File: config.mk
export PLATFORM = sky130hd
export DESIGN_NAME = fetch_queue
export DESIGN_NICKNAME = d
export VERILOG_FILES = /design/src/rtl/fetch_queue.sv
export SDC_FILE = /design/constraint.sdc
export NUM_CORES = 2
export LEC_CHECK = 0
export CORE_ASPECT_RATIO = 0.6
export CORE_MARGIN = 10
export CORE_UTILIZATION = 25
export CTS_CLUSTER_DIAMETER = 80
export DETAILED_ROUTE_END_ITERATION = 10
export MAX_ROUTING_LAYER = met4
export PLACE_DENSITY = 0.49
export RECOVER_POWER = 100
export SETUP_SLACK_MARGIN = 0.2
export SYNTH_ARGS = -nofsm -noshare
export SYNTH_HDL_FRONTEND = slang
export SYNTH_SLANG_ARGS = --single-unit
File: constraint.sdc
create_clock -name clk -period 71.5 [get_ports clk]
set_input_delay 10.725 -clock clk [delete_from_list [all_inputs] [get_ports clk]]
set_output_delay 10.725 -clock clk [all_outputs]
set_load 0.05 [all_outputs]
File: src/rtl/fetch_queue.sv
// fetch_queue: two-in / two-out instruction buffer between fetch and decode.
// Circular store of {pc, inst} entries with show-ahead read of the two oldest
// entries. Fetch pushes only when two slots are free, so a partial accept never
// happens. Decode consumes 0..2 entries per cycle, clamped to what is present.
module fetch_queue #(
    parameter int DEPTH  = 8,
    parameter int PC_W   = 64,
    parameter int INST_W = 32
) (
    input  logic                       clk,
    input  logic                       reset,
    input  logic                       flush,
    input  logic [1:0]                 push_valid,
    input  logic [PC_W-1:0]            push_pc0,
    input  logic [INST_W-1:0]          push_inst0,
    input  logic [PC_W-1:0]            push_pc1,
    input  logic [INST_W-1:0]          push_inst1,
    output logic                       push_ready,
    output logic [1:0]                 pop_valid,
    output logic [PC_W-1:0]            pop_pc0,
    output logic [INST_W-1:0]          pop_inst0,
    output logic [PC_W-1:0]            pop_pc1,
    output logic [INST_W-1:0]          pop_inst1,
    input  logic [1:0]                 pop_count,
    output logic [$clog2(DEPTH):0]     count
);

    localparam int AW = $clog2(DEPTH);
    localparam int CW = AW + 1;

    logic [PC_W-1:0]   pc_mem   [DEPTH];
    logic [INST_W-1:0] inst_mem [DEPTH];

    logic [AW-1:0] head;
    logic [AW-1:0] tail;
    logic [AW-1:0] head_next1;
    logic [AW-1:0] tail_next1;

    logic [1:0] push_n;
    logic [1:0] pop_req;
    logic [1:0] pop_avail;
    logic [1:0] pop_n;

    // Neighbouring slots; power-of-two depth lets the pointer wrap by overflow.
    always_comb begin
        head_next1 = head + AW'(1);
        tail_next1 = tail + AW'(1);
    end

    // Ready depends only on registered occupancy, never on this cycle's pop.
    always_comb begin
        push_ready = (count <= CW'(DEPTH - 2));
    end

    // Number of entries written this cycle; lane1 alone is ignored.
    always_comb begin
        push_n = 2'd0;
        if (push_ready && push_valid[0]) begin
            push_n = push_valid[1] ? 2'd2 : 2'd1;
        end
    end

    // Effective pop: request saturates at two, then clamps to occupancy.
    always_comb begin
        pop_req = 2'd0;
        case (pop_count)
            2'd0:    pop_req = 2'd0;
            2'd1:    pop_req = 2'd1;
            default: pop_req = 2'd2;
        endcase
        pop_avail = 2'd0;
        if (count >= CW'(2)) begin
            pop_avail = 2'd2;
        end else if (count == CW'(1)) begin
            pop_avail = 2'd1;
        end
        pop_n = (pop_req < pop_avail) ? pop_req : pop_avail;
    end

    // Show-ahead outputs straight from storage; stale data when empty.
    always_comb begin
        pop_valid[0] = (count >= CW'(1));
        pop_valid[1] = (count >= CW'(2));
        pop_pc0      = pc_mem[head];
        pop_inst0    = inst_mem[head];
        pop_pc1      = pc_mem[head_next1];
        pop_inst1    = inst_mem[head_next1];
    end

    // Pointer and occupancy update; flush wins over any push or pop.
    always_ff @(posedge clk or posedge reset) begin
        if (reset) begin
            head  <= '0;
            tail  <= '0;
            count <= '0;
        end else if (flush) begin
            head  <= '0;
            tail  <= '0;
            count <= '0;
        end else begin
            head  <= head + AW'(pop_n);
            tail  <= tail + AW'(push_n);
            count <= count + CW'(push_n) - CW'(pop_n);
        end
    end

    // Entry writes; flushed pushes are dropped, flush leaves storage intact.
    always_ff @(posedge clk or posedge reset) begin
        if (reset) begin
            for (int i = 0; i < DEPTH; i++) begin
                pc_mem[i]   <= '0;
                inst_mem[i] <= '0;
            end
        end else if (!flush) begin
            if (push_n != 2'd0) begin
                pc_mem[tail]   <= push_pc0;
                inst_mem[tail] <= push_inst0;
            end
            if (push_n == 2'd2) begin
                pc_mem[tail_next1]   <= push_pc1;
                inst_mem[tail_next1] <= push_inst1;
            end
        end
    end

endmodule

## After elaboration in Yosys (flattened, before gate mapping)

Cells that the tools add are included.

| cells by class | value |
|---|---|
| add/subtract/negate cells | 6 |
| order comparisons | 10 |
| eq/ne operators | 3 |
| mux-type cells | 39 |
| bitwise logic cells | 4 |
| reduce and logical (&&, ||, !) cells | 5 |

Operator list:

| operator | number |
|---|---|
| $mux W512 | 3 |
| $bwmux W512 | 2 |
| $mux W256 | 3 |
| $bwmux W256 | 2 |
| $bmux W64 S3 | 2 |
| $demux W64 S3 | 2 |
| $mux W64 | 6 |
| $bmux W32 S3 | 2 |
| $demux W32 S3 | 2 |
| $mux W32 | 6 |
| $ge A4 B4 Y1 const B | 4 |
| $not A3 Y4 | 4 |
| $lt A4 B1 Y1 const B | 2 |
| $mux W2 | 4 |
| $add A3 B1 Y3 const B | 2 |
| $add A3 B2 Y3 | 2 |
| $mux W3 | 2 |
| $add A4 B2 Y4 | 1 |
| $eq A4 B1 Y1 const B | 1 |
| $ge A4 B1 Y1 const B | 1 |
| $ge A4 B2 Y1 const B | 1 |
| $le A4 B3 Y1 const B | 1 |
| $mux W4 | 1 |
| $pmux W2 S2 | 1 |
| other kinds (8) | 10 |

| word-level totals | value |
|---|---|
| bits in registers | 778 |
| input port bits | 199 |
| output and inout port bits | 199 |
| logic and storage cells | 86 |

## Logic depth before layout (Yosys ltp)

| depth | value |
|---|---|
| word-level depth | 10 |
| gate-level depth with buffers | 14 |
| gate-level depth less buffers | 13 |

## Least setup slack after synthesis

OpenSTA, ideal clock, no wires.

| timing path | value |
|---|---|
| path kind | flip-flop to output port |
| from | register head[1] |
| to | output pop_pc1[23] |
| data arrival time | 2.247 ns |
| data required time | 60.775 ns |
| slack | 58.528 ns |
| stages on the path, launching flop included | 7 |
| path buffers | 3 |
| cell sequence | dfrtp_1 > ha_1 > buf_2 > buf_2 > clkbuf_1 > mux4_2 > mux2_2 |

| on the way | value |
|---|---|
| longest elaborated chain between the ends | 5 |

RTL lines:

| what | line | text |
|---|---|---|
| start, declared | 34 | `logic [AW-1:0] head;` |
| start signal, assigned | 101 | `head <= head + AW'(pop_n);` |
| $add A3 B1 Y3 | 46 | `head_next1 = head + AW'(1);` |
| $not A3 Y4 (not written as such) | 86 | `pop_pc1 = pc_mem[head_next1];` |
| $bmux W64 S3 | 86 |  |
| $mux W64 (not written as such) (2 in series) | 86 |  |
| end, declared | 22 | `output logic [PC_W-1:0] pop_pc1,` |

No other way between the ends. The select of a mux whose other input is x is not followed.

==> metrics.txt <==
1st-pass router iterations 6; Cell variety after synth 39; total track usage 19.3%; gp weighted congestion 0.781; Setup Buffers After CTS 0; yosys warns 0; P_leak 19.3 nW; final setup TNS 0 ps; fin nets 4303; fin util 29.8%; worst skew pair latency 670 ps; first-pass GRT wire length 295000 microns; register area share after synthesis 41.2%; fraction of layout cells with a size suffix above 1 33.2%; routed wire length 203000 microns; Worst EP arrival 24530 ps; Worst-Margin Slew 9740 ps; CP Launch Type primary input; cts bufs inserted 89; WL/cell 30.4 microns; Mean Syn Cell Area 12.0 sq um; Setup crit end kind async pin; initial core utilization 25.2%; GRT Residual Overflow 0; initial antenna violation count 5; Slew Limit Fails 2452; commonest cells after routing, fill and taps aside nand2_1, dfrtp_1, o221a_2; Yosys top cell by area dfrtp_1; register-to-register setup slack 57310 ps; Worst-path clk slew 60 ps; most common cell after layout, fill and taps aside nand2_1; Post-synth EDFFs 0; Synth Cell Area 47200 sq um; HP Class reg2reg; Root Buffer clkbuf_16; Yosys reg bits 778; cell count after synthesis 3940; Synth Flop Type dfrtp_1; RSZ-0062 raised after global routing false; pin count of the biggest net entering global routing 117; asr flop ratio synth 100%; DRC 0; Setup-failing EPs final 0; syn_nets 4154; layout overhead on the synthesized area 18.2%; Core Box Area 188000 sq um; pwr dens 57.7 nW/um^2; Via density 5.75; status complete, but fails checks; row count 123; critical path required time 70790 ps; DP Wirelength 121000 microns; minimum clock period 25250 ps; vias in the first global route 39.1k; slew margin rel. -549%; Die Y 357 microns; Worst Skew 18.3 ps; Routed Antenna Nets 0; crit path max fanout 103; post-synth top area share 41.2%; path type of the worst setup path in2async; io pins 398; Max-Cap Viols 52; maximum clock rate 39.6 MHz; maximum root-to-sink buffer count 3; input/output buffers 397; hold_buf cts 0; period utilization 35.3%; violated checks capacitance limit, slew limit; endpoints failing hold 0; post_cts resized 0; Area contributors post-synth dfrtp_1, mux4_2, o221a_2; TritonCTS clock tree yes; routed via count 38.3k; die area 207000 sq um; die width 581 microns; 1st-iter DRT viols 4061; peak supply drop 36.5 uV; fill count 19.0k; clock sink count 778; H-tree levels 3
[routing by layer]
metal  track usage (%)  share of wire [%]  up-vias
met4              4.00                2.1        0
met2              28.6                 44     1903
met1              27.2                 46    20300
met5                 -                  0        -
li1                  -                  -    15800
met3              4.17                8.0      294
[where the power goes]
part           internal, W  leakage [nW]  switching (W)
sequential        0.000626          9.67       0.000185
clock             0.000285          1.51       0.000209
combinational     0.000845          8.10        0.00107
total              0.00176          19.3        0.00146
[through the flow]
| step | worst slack, ps | instance area [sq um] | power [W] | hold WS (ps) | std cells |
|---|---|---|---|---|---|
| floorplan | 38930 | 47200 | 0.00214 | 527 | 3940 |
| global placement | 55750 | 53000 | 0.00274 | 546 | 6498 |
| detailed placement | 55740 | 53000 | 0.00275 | 552 | 6498 |
| CTS | 55080 | 56100 | 0.00326 | 570 | 6660 |
| global route | 43390 | 55800 | 0.00336 | 583 | 6660 |
| finish | 46250 | 55800 | 0.00322 | 569 | 6662 |
[area by class of cell]
cell class / count / area (sq um) / area share [%]
multi-input combinational: 2722 / 25600 / 45.8
sequential: 778 / 19500 / 34.9
timing repair buffer: 490 / 4550 / 8.15
tap: 2500 / 3130 / 5.60
clock buffer: 133 / 2670 / 4.77
clock inverter: 29 / 409 / 0.733
inverter: 8 / 31.3 / 0.0560
antenna: 2 / 5.00 / 0.00897
[flip-flops by register name, indices dropped and copies added (netlist names)]
name,count
pc_mem,512
tail,3
count,4
head,3
inst_mem,256
[path summary, 6_finish.rpt]
kind                                         startpoint                       end  cells past startpoint
worst min register to register  pc_mem[194]$_DFFE_PP0N_   pc_mem[194]$_DFFE_PP0N_                      1
min in group asynchronous                         reset   inst_mem[7]$_DFFE_PP0N_                      2
max in group clk                          push_valid[0]  inst_mem[32]$_DFFE_PP0N_                      9
worst min-delay path            pc_mem[194]$_DFFE_PP0N_   pc_mem[194]$_DFFE_PP0N_                      1
worst max register to register        tail[0]$_DFF_PP0_  inst_mem[32]$_DFFE_PP0N_                      7
worst max-delay path                              reset         head[2]$_DFF_PP0_                      6
[cells by family after synthesis]
kind of cell | synth area share, %
AND/OR/NAND/NOR | 11.8
AO/OA/AOI/OAI | 18.7
flip-flops | 41.2
multiplexers | 22.9
buffers and inverters | 4.75
adder cells (fa/ha/maj) | 0.461
XOR/XNOR | 0.130
[cells in the mapped netlist, types with 3 or more instances]
cell and n:
or2_2 35, nor3_1 65, nand2b_1 4, nor3b_1 65, o21ai_0 8, buf_2 111, dfrtp_1 778, nand3_1 3
buf_6 60, nand2_1 963, clkbuf_1 206, nor2_1 166, nand3b_1 8, o221a_2 577, o221a_1 191, xnor2_1 5
nor4_1 4, mux2_2 192, inv_1 8, a21oi_4 8, ha_1 11, mux4_2 384, nor2b_1 9, buf_1 54
fa_1 4
[worst max-delay path, cell delays in order]
cell and delay, ps:
dlygate4sd3_1 550, clkinvlp_2 2690, clkbuf_1 2630, clkbuf_1 2460
clkbuf_1 2330, clkbuf_1 2930
No activity file was read; power rests on OpenSTA's default activity.
